[src/rtl/l2_block_adapter_pkg.sv]
// Shared coherence types for the L2 block adapter: status codes, adapter states, word type, block geometry helpers.
package l2_block_adapter_pkg;

    typedef enum logic [1:0] {
        L2_FREE   = 2'd0,
        L2_BUSY   = 2'd1,
        L2_ACCESS = 2'd2,
        L2_ERROR  = 2'd3
    } l2_state_t;

    typedef enum logic [2:0] {
        IDLE   = 3'd0,
        READ   = 3'd1,
        WRITE  = 3'd2,
        ACCESS = 3'd3,
        ERROR  = 3'd4
    } adapter_state_t;

    typedef logic [31:0] word_t;

    // Byte-offset bits covered by one block (word offset plus byte-in-word).
    function automatic int blk_off_w(input int block_size);
        return $clog2(block_size) + 2;
    endfunction

    function automatic int beat_cnt_w(input int block_size);
        return (block_size > 1) ? $clog2(block_size) : 1;
    endfunction

endpackage

[src/rtl/l2_beat_counter.sv]
// Beat index within a block transfer, with clear/increment and a last-beat flag.
// Latency: count updates on the clock after clr/inc; last is combinational from count.
// Backpressure: none; the caller only pulses inc on completed beats.
module l2_beat_counter #(
    parameter int BLOCK_SIZE = 2,
    parameter int CNT_W      = 1
) (
    input  logic             CLK,
    input  logic             nRST,
    input  logic             clr,
    input  logic             inc,
    output logic [CNT_W-1:0] count,
    output logic             last
);

    localparam logic [CNT_W-1:0] LAST_VAL = CNT_W'(BLOCK_SIZE - 1);

    assign last = (count == LAST_VAL);

    always_ff @(posedge CLK or negedge nRST) begin
        if (!nRST) begin
            count <= '0;
        end else if (clr) begin
            count <= '0;
        end else if (inc) begin
            count <= last ? '0 : count + CNT_W'(1);
        end
    end

endmodule

[src/rtl/l2_block_adapter.sv]
// Turns one L2 block request into BLOCK_SIZE word beats on a busy-handshaked memory port.
// Latency: zero-wait block takes BLOCK_SIZE+1 cycles after acceptance, ending in a 1-cycle L2_ACCESS/L2_ERROR.
// Backpressure: each beat holds its strobe, address and data until mem_busy is low.
module l2_block_adapter
    import l2_block_adapter_pkg::*;
#(
    parameter int BLOCK_SIZE = 2,
    parameter int ADDR_W     = 32
) (
    input  logic                    CLK,
    input  logic                    nRST,
    input  logic                    l2REN,
    input  logic                    l2WEN,
    input  logic [ADDR_W-1:0]       l2addr,
    input  logic [32*BLOCK_SIZE-1:0] l2store,
    output logic [32*BLOCK_SIZE-1:0] l2load,
    output l2_state_t               l2state,
    output logic                    mem_ren,
    output logic                    mem_wen,
    output logic [ADDR_W-1:0]       mem_addr,
    output logic [31:0]             mem_wdata,
    input  logic [31:0]             mem_rdata,
    input  logic                    mem_busy,
    input  logic                    mem_error
);

    localparam int OFF_W = blk_off_w(BLOCK_SIZE);
    localparam int CNT_W = beat_cnt_w(BLOCK_SIZE);
    localparam logic [ADDR_W-1:0] BASE_MASK = {{(ADDR_W-OFF_W){1'b1}}, {OFF_W{1'b0}}};

    adapter_state_t    state, next_state;
    logic [ADDR_W-1:0] base_addr;
    word_t             wr_words [BLOCK_SIZE];
    word_t             rd_words [BLOCK_SIZE];
    logic [CNT_W-1:0]  count;
    logic              cnt_last, cnt_clr, cnt_inc, cap_rd;

    l2_beat_counter #(
        .BLOCK_SIZE (BLOCK_SIZE),
        .CNT_W      (CNT_W)
    ) u_beat_counter (
        .CLK   (CLK),
        .nRST  (nRST),
        .clr   (cnt_clr),
        .inc   (cnt_inc),
        .count (count),
        .last  (cnt_last)
    );

    always_ff @(posedge CLK or negedge nRST) begin
        if (!nRST) begin
            state <= IDLE;
        end else begin
            state <= next_state;
        end
    end

    always_comb begin
        next_state = state;
        l2state    = L2_FREE;
        mem_ren    = 1'b0;
        mem_wen    = 1'b0;
        cnt_clr    = 1'b0;
        cnt_inc    = 1'b0;
        cap_rd     = 1'b0;
        case (state)
            IDLE: begin
                if (l2WEN) begin
                    next_state = WRITE;
                end else if (l2REN) begin
                    next_state = READ;
                end
            end
            READ, WRITE: begin
                l2state = L2_BUSY;
                mem_ren = (state == READ);
                mem_wen = (state == WRITE);
                if (!mem_busy) begin
                    // An erroring beat's read data is not trusted, so it is never captured.
                    if (mem_error) begin
                        next_state = ERROR;
                        cnt_clr    = 1'b1;
                    end else begin
                        cap_rd = (state == READ);
                        if (cnt_last) begin
                            next_state = ACCESS;
                            cnt_clr    = 1'b1;
                        end else begin
                            cnt_inc = 1'b1;
                        end
                    end
                end
            end
            ACCESS: begin
                l2state    = L2_ACCESS;
                next_state = IDLE;
            end
            ERROR: begin
                l2state    = L2_ERROR;
                next_state = IDLE;
            end
            default: next_state = IDLE;
        endcase
    end

    always_ff @(posedge CLK or negedge nRST) begin
        if (!nRST) begin
            base_addr <= '0;
            for (int i = 0; i < BLOCK_SIZE; i++) begin
                wr_words[i] <= '0;
                rd_words[i] <= '0;
            end
        end else begin
            if (state == IDLE && (l2WEN || l2REN)) begin
                base_addr <= l2addr & BASE_MASK;
                if (l2WEN) begin
                    for (int i = 0; i < BLOCK_SIZE; i++) begin
                        wr_words[i] <= l2store[32*i +: 32];
                    end
                end
            end
            if (cap_rd) begin
                rd_words[count] <= mem_rdata;
            end
        end
    end

    assign mem_addr  = base_addr + ADDR_W'({count, 2'b00});
    assign mem_wdata = wr_words[count];

    always_comb begin
        l2load = '0;
        for (int i = 0; i < BLOCK_SIZE; i++) begin
            l2load[32*i +: 32] = rd_words[i];
        end
    end

endmodule

[config.mk]
export PLATFORM = sky130hd
export DESIGN_NAME = l2_block_adapter
export DESIGN_NICKNAME = d
export VERILOG_FILES = /design/src/rtl/l2_block_adapter_pkg.sv /design/src/rtl/l2_beat_counter.sv /design/src/rtl/l2_block_adapter.sv
export SDC_FILE = /design/constraint.sdc
export NUM_CORES = 1
export LEC_CHECK = 0
export ABC_AREA = 0
export BUFFER_PORTS_ARGS = -buffer_cell sky130_fd_sc_hd__buf_2
export CAP_MARGIN = 20
export CORE_MARGIN = 3
export CORE_UTILIZATION = 38
export CTS_CLUSTER_SIZE = 24
export DETAILED_ROUTE_END_ITERATION = 6
export PLACE_DENSITY = 0.65
export SYNTH_ARGS = -nofsm -noshare
export SYNTH_HDL_FRONTEND = slang
export SYNTH_SLANG_ARGS = --single-unit
[constraint.sdc]
create_clock -name CLK -period 1.85 [get_ports CLK]
set_input_delay 0.185 -clock CLK [delete_from_list [all_inputs] [get_ports CLK]]
set_output_delay 0.185 -clock CLK [all_outputs]
set_load 0.1 [all_outputs]
### After elaboration in Yosys (flattened, before gate mapping)

Cells that the tools add are included.

* add/sub/neg operators: 2
* equality and inequality tests: 7
* bitwise logic cells: 1
* multiplexer cells: 29
* reduce and logical (&&, ||, !) cells: 8
* $lt $le $gt $ge: 2

Operators with widths (number)
* 2-to-1 mux 32 bit: 4
* bitwise mux 64 bit: 1
* adder 32 x 3 -> 32 bit: 1
* demux 32 bit (select 1 bit): 1
* 2-to-1 mux 1 bit: 16
* 2-to-1 mux 3 bit: 5
* == test 3 x 2 -> 1 bit, second input constant: 2
* case mux 2 bit (3 select lines): 1
* case mux 3 bit (2 select lines): 1
* == test 3 x 1 -> 1 bit, second input constant: 1
* == test 3 bit, second input constant: 1
* zero test 3 bit: 1
* != test 3 x 2 -> 1 bit, second input constant: 1
* != test 3 bit, second input constant: 1
* AND reduction 3 bit: 1
* greater-or-equal comparator 2 bit, second input constant: 1
* logical AND 1 bit: 2
* < comparator 2 x 1 -> 1 bit, second input constant: 1
* != test 2 bit, second input constant: 1
* NOT 1 -> 2 bit: 1
* AND reduction 2 bit: 1
* nonzero test 2 bit: 1
* OR reduction 2 bit: 1
* adder 1 bit, second input constant: 1
* logical OR 1 bit: 1

* output and inout port bits: 132
* word-level logic and storage cells: 56
* bits in registers: 161
* bits of input ports: 134

### Logic depth before layout (Yosys ltp)

* word-level depth: 6
* depth in mapped cells: 5
* depth with buffers taken out: 3

### Cells and area by module

Synthesis repeated with hierarchy kept, for this count alone.

* cell total of the unflattened synthesis: 412
* area, all modules: 6965.4 um^2

Modules (own cells, without submodules)
* l2_block_adapter: area each 6920.4 um^2, times used 1, seq. area each 4003.8 um^2, cells each 408
* l2_beat_counter: area each 45.0 um^2, times used 1, seq. area each 25.0 um^2, cells each 4

### Least setup slack after synthesis

Ideal clock, no wire load.

* path kind: register to output
* start: reg state[0]
* end: out l2state[0]
* arrival time: 3.899 ns
* stages on the path, launching flop included: 4
* path slack: -2.234 ns
* buffers on the path: 1
* path through: dfrtp_1 > buf_2 > nor3b_1 > o21bai_1

* word-level cells in the longest chain between the ends: 3

RTL lines
* from (decl): RTL line l2_block_adapter.sv:31 `adapter_state_t state, next_state;`
* from (signal assigned): RTL line l2_block_adapter.sv:54 `state <= next_state;`
* == test 3 x 1 -> 1 bit / == test 3 x 2 -> 1 bit (equally long branches): RTL line l2_block_adapter.sv:66 `case (state)`
* OR reduction 2 bit: RTL line l2_block_adapter.sv:66
* case mux 2 bit (3 select lines) (*): RTL line l2_block_adapter.sv:66
* to (decl): RTL line l2_block_adapter.sv:17 `output l2_state_t l2state,`

Mark *: on every way between the ends. The rest lies on a longest branch, timed or not.

### Worst setup path in the final report

* start: reg u_beat_counter.count
* end: out mem_wdata[12]

* word-level cells in the longest chain between the ends: 4

RTL lines
* from (decl): RTL line l2_beat_counter.sv:12 `output logic [CNT_W-1:0] count,`
* from (signal assigned): RTL line l2_beat_counter.sv:26 `count <= last ? '0 : count + CNT_W'(1);`
* NOT 1 -> 2 bit (implied by the code): RTL line l2_block_adapter.sv:129 `assign mem_wdata = wr_words[count];`
* 2-to-1 mux 32 bit (implied by the code) (3 in series): RTL line l2_block_adapter.sv:129
* to (decl): RTL line l2_block_adapter.sv:21 `output logic [31:0] mem_wdata,`

No other way between the ends. The select of a mux whose other input is x is not followed.

==> metrics.yaml <==
hp-class: "in2reg"
clockRootBuffer: "clkbuf_16"
max_stage_delay_ns: 0.41
critPathKind: "reg2out"
cts_sinks: 161
synth_cell_types: 29
grt_pass1_wl_um: 25900
numPortBuffers: 260
mostFrequentLayoutCells: "buf_2, mux2_2, dfrtp_1, dlygate4sd3_1, buf_12"
grt_pass1_vias: 5286
outcome: "completed"
layout_commonest_cell: "buf_2"
final_hold_viol_count: 0
synth.top_cell.area_share_pct: 61.4
via_per_inst: 4.65
cpMaxStageDelayCell: "dfrtp_2"
nets: 924
maxCapViolations: 0
finalWirelength_um: 17000
min_to: "l2load[36]"
first_pass_iters: 4
die_w_um: 137
start_util_pct: 39.1
antenna_found_initial: 0
r2r_setup_slack_ns: 0.20
cts.htree.levels: 4
reg2reg_depth: 4
grt_setup_unrepaired: "false"
drive_gt1_share_pct: 62.4
track_usage_pct: 17.7
drv_slew: 0
fin_tns_setup_ns: 0
critical_path.endpoint_type: "output port"
crit_path_frequent_cell: "buf_12"
die_area_um2: 18900
cts_tree: "yes"
period_minus_slack_ns: 1.78
n_antenna_cell: 0
min_from: "mem_rdata[4]"
crit_chain: "buf_12, mux2_2, buf_12"
syn_area_um2: 6560
hpwl_um: 11600
finalClockSkew_ns: 0.00729
setup_viol: 0
yosysSeqAreaShare_pct: 61.4
required_ns: 1.66
holdPathStages: 2
netlist_instances: 406
die-height_um: 137
reg2reg_from: "state[2]"
vias: 4755
start_kind: "flip-flop"
ys_ff_latch: 161
avgSynthCellArea_um2: 16.2
nFillCells: 1258
gp_congestion: 0.720
tightest_slew_ns: 0.511
drt-wirelength-per-cell_um: 16.7
drtIter0Drc: 136
clock_latency_ns: 0.42
grt-ovfl-total: 0
std_cell_rows: 47
critPathMaxFanout: 22
fmax_mhz: 562
drc: 0
synth_warnings: 0
synthTopCellsByArea: "dfrtp_1, mux2_2, buf_6, mux2_1, buf_2"
arrival_ns: 1.59
post-route-period-util_pct: 96.2
clk_pin_slew_worst_paths_ns: 0.06
ant_nets: 0
reg2reg_to: "l2load[12]"
grt_max_degree: 72
relSlewSlack_pct: 66.2
synth_area_leader_cell: "dfrtp_1"
cts_buffers: 17
cts_buffer_depth: 2
ioPinCount: 266
syn_to_final_growth_pct: 59.4
coreArea_um2: 16800
==> Yosys cell counts <==
library cell and number:
a21o_1 1, a32oi_1 1, and2_1 2, buf_1 3, buf_2 11, buf_4 4, buf_6 7, conb_1 1
dfrtp_1 161, inv_1 1, mux2_1 5, mux2_2 185, nand2_1 2, nand2b_1 2, nand3b_1 1, nand4_2 1
nand4b_2 1, nor2_1 4, nor2_4 1, nor2b_1 1, nor3_1 1, nor3_4 1, nor3b_1 1, nor4_2 1
o21ai_0 2, o21bai_1 1, o22ai_1 1, o31ai_1 1, xnor2_1 2
==> worst max-delay path: cells and delay by family, from the launching register on <==
kind,cells,cell delay [ns]
DFF,1,0.41
muxes,1,0.38
buffers and inverters,2,0.36
==> worst max-delay path by stage <==
stage                    startpoint             to  slack [ns]  cells after the start
2_1_floorplan              state[0]     l2state[0]       -0.35                      3
3_3_place_gp               state[2]      l2load[9]        0.14                      4
3_5_place_dp               state[2]     l2load[12]        0.06                      4
4_1_cts        u_beat_counter.count  mem_wdata[12]       -0.02                      3
5_1_grt        u_beat_counter.count  mem_wdata[12]       0.007                      3
6_report       u_beat_counter.count  mem_wdata[12]        0.07                      3
==> sequential cells by signal, indices dropped and copies added, names as in the netlist <==
register / cells
u_beat_counter.count: 1
state: 3
wr_words: 64
l2load: 64
base_addr: 29
==> stage by stage <==
stage          utilization, %  std cells  hold WS (ns)  setup WS (ns)  instance area [um2]
2_1_floorplan               -        407        -0.111         -0.349                 6590
3_3_place_gp             52.0        876        0.0729          0.138                 8720
3_5_place_dp             52.0        876        0.0804         0.0559                 8720
4_1_cts                  62.1       1021      0.000421        -0.0229                10400
5_1_grt                  62.4       1023       0.00105        0.00677                10500
6_report                 62.4       1023        0.0146         0.0706                10500
==> cell families after synthesis <==
family | share of synthesized area [%]
multiplexers | 32.6
buffers and inverters | 2.73
other | 0.0572
XOR/XNOR | 0.267
AO/OA/AOI/OAI | 0.725
AND/OR/NAND/NOR | 2.16
flip-flops | 61.4
==> layout make-up <==
class                      instances  area, um2  area share [%]
inverter                           1       3.75          0.0359
tap                              220        275            2.63
multi-input combinational        220       2380            22.8
sequential                       161       4030            38.6
timing repair buffer             389       3200            30.6
clock inverter                    10       75.1           0.718
clock buffer                      22        484            4.63
==> metal layers <==
layer,GRT usage [%],wire length (um)
met5,0,0
met4,7.48,393
met3,5.62,1250
met2,31.7,8990
met1,19.4,6400
==> repair_timing <==
| item | CTS | global route |
|---|---|---|
| hold buffers | 112 | 2 |
| pin swaps | 0 | 0 |
| buffers inserted | 1 | 0 |
| gates resized for setup | 2 | 5 |
| setup endpoints to repair | 22 | 32 |
| hold endpoints to repair | 153 | 2 |
Power is left out: the tool's default activity adds up to more than one toggle a clock period on the data nets, which glitch-free logic cannot reach.
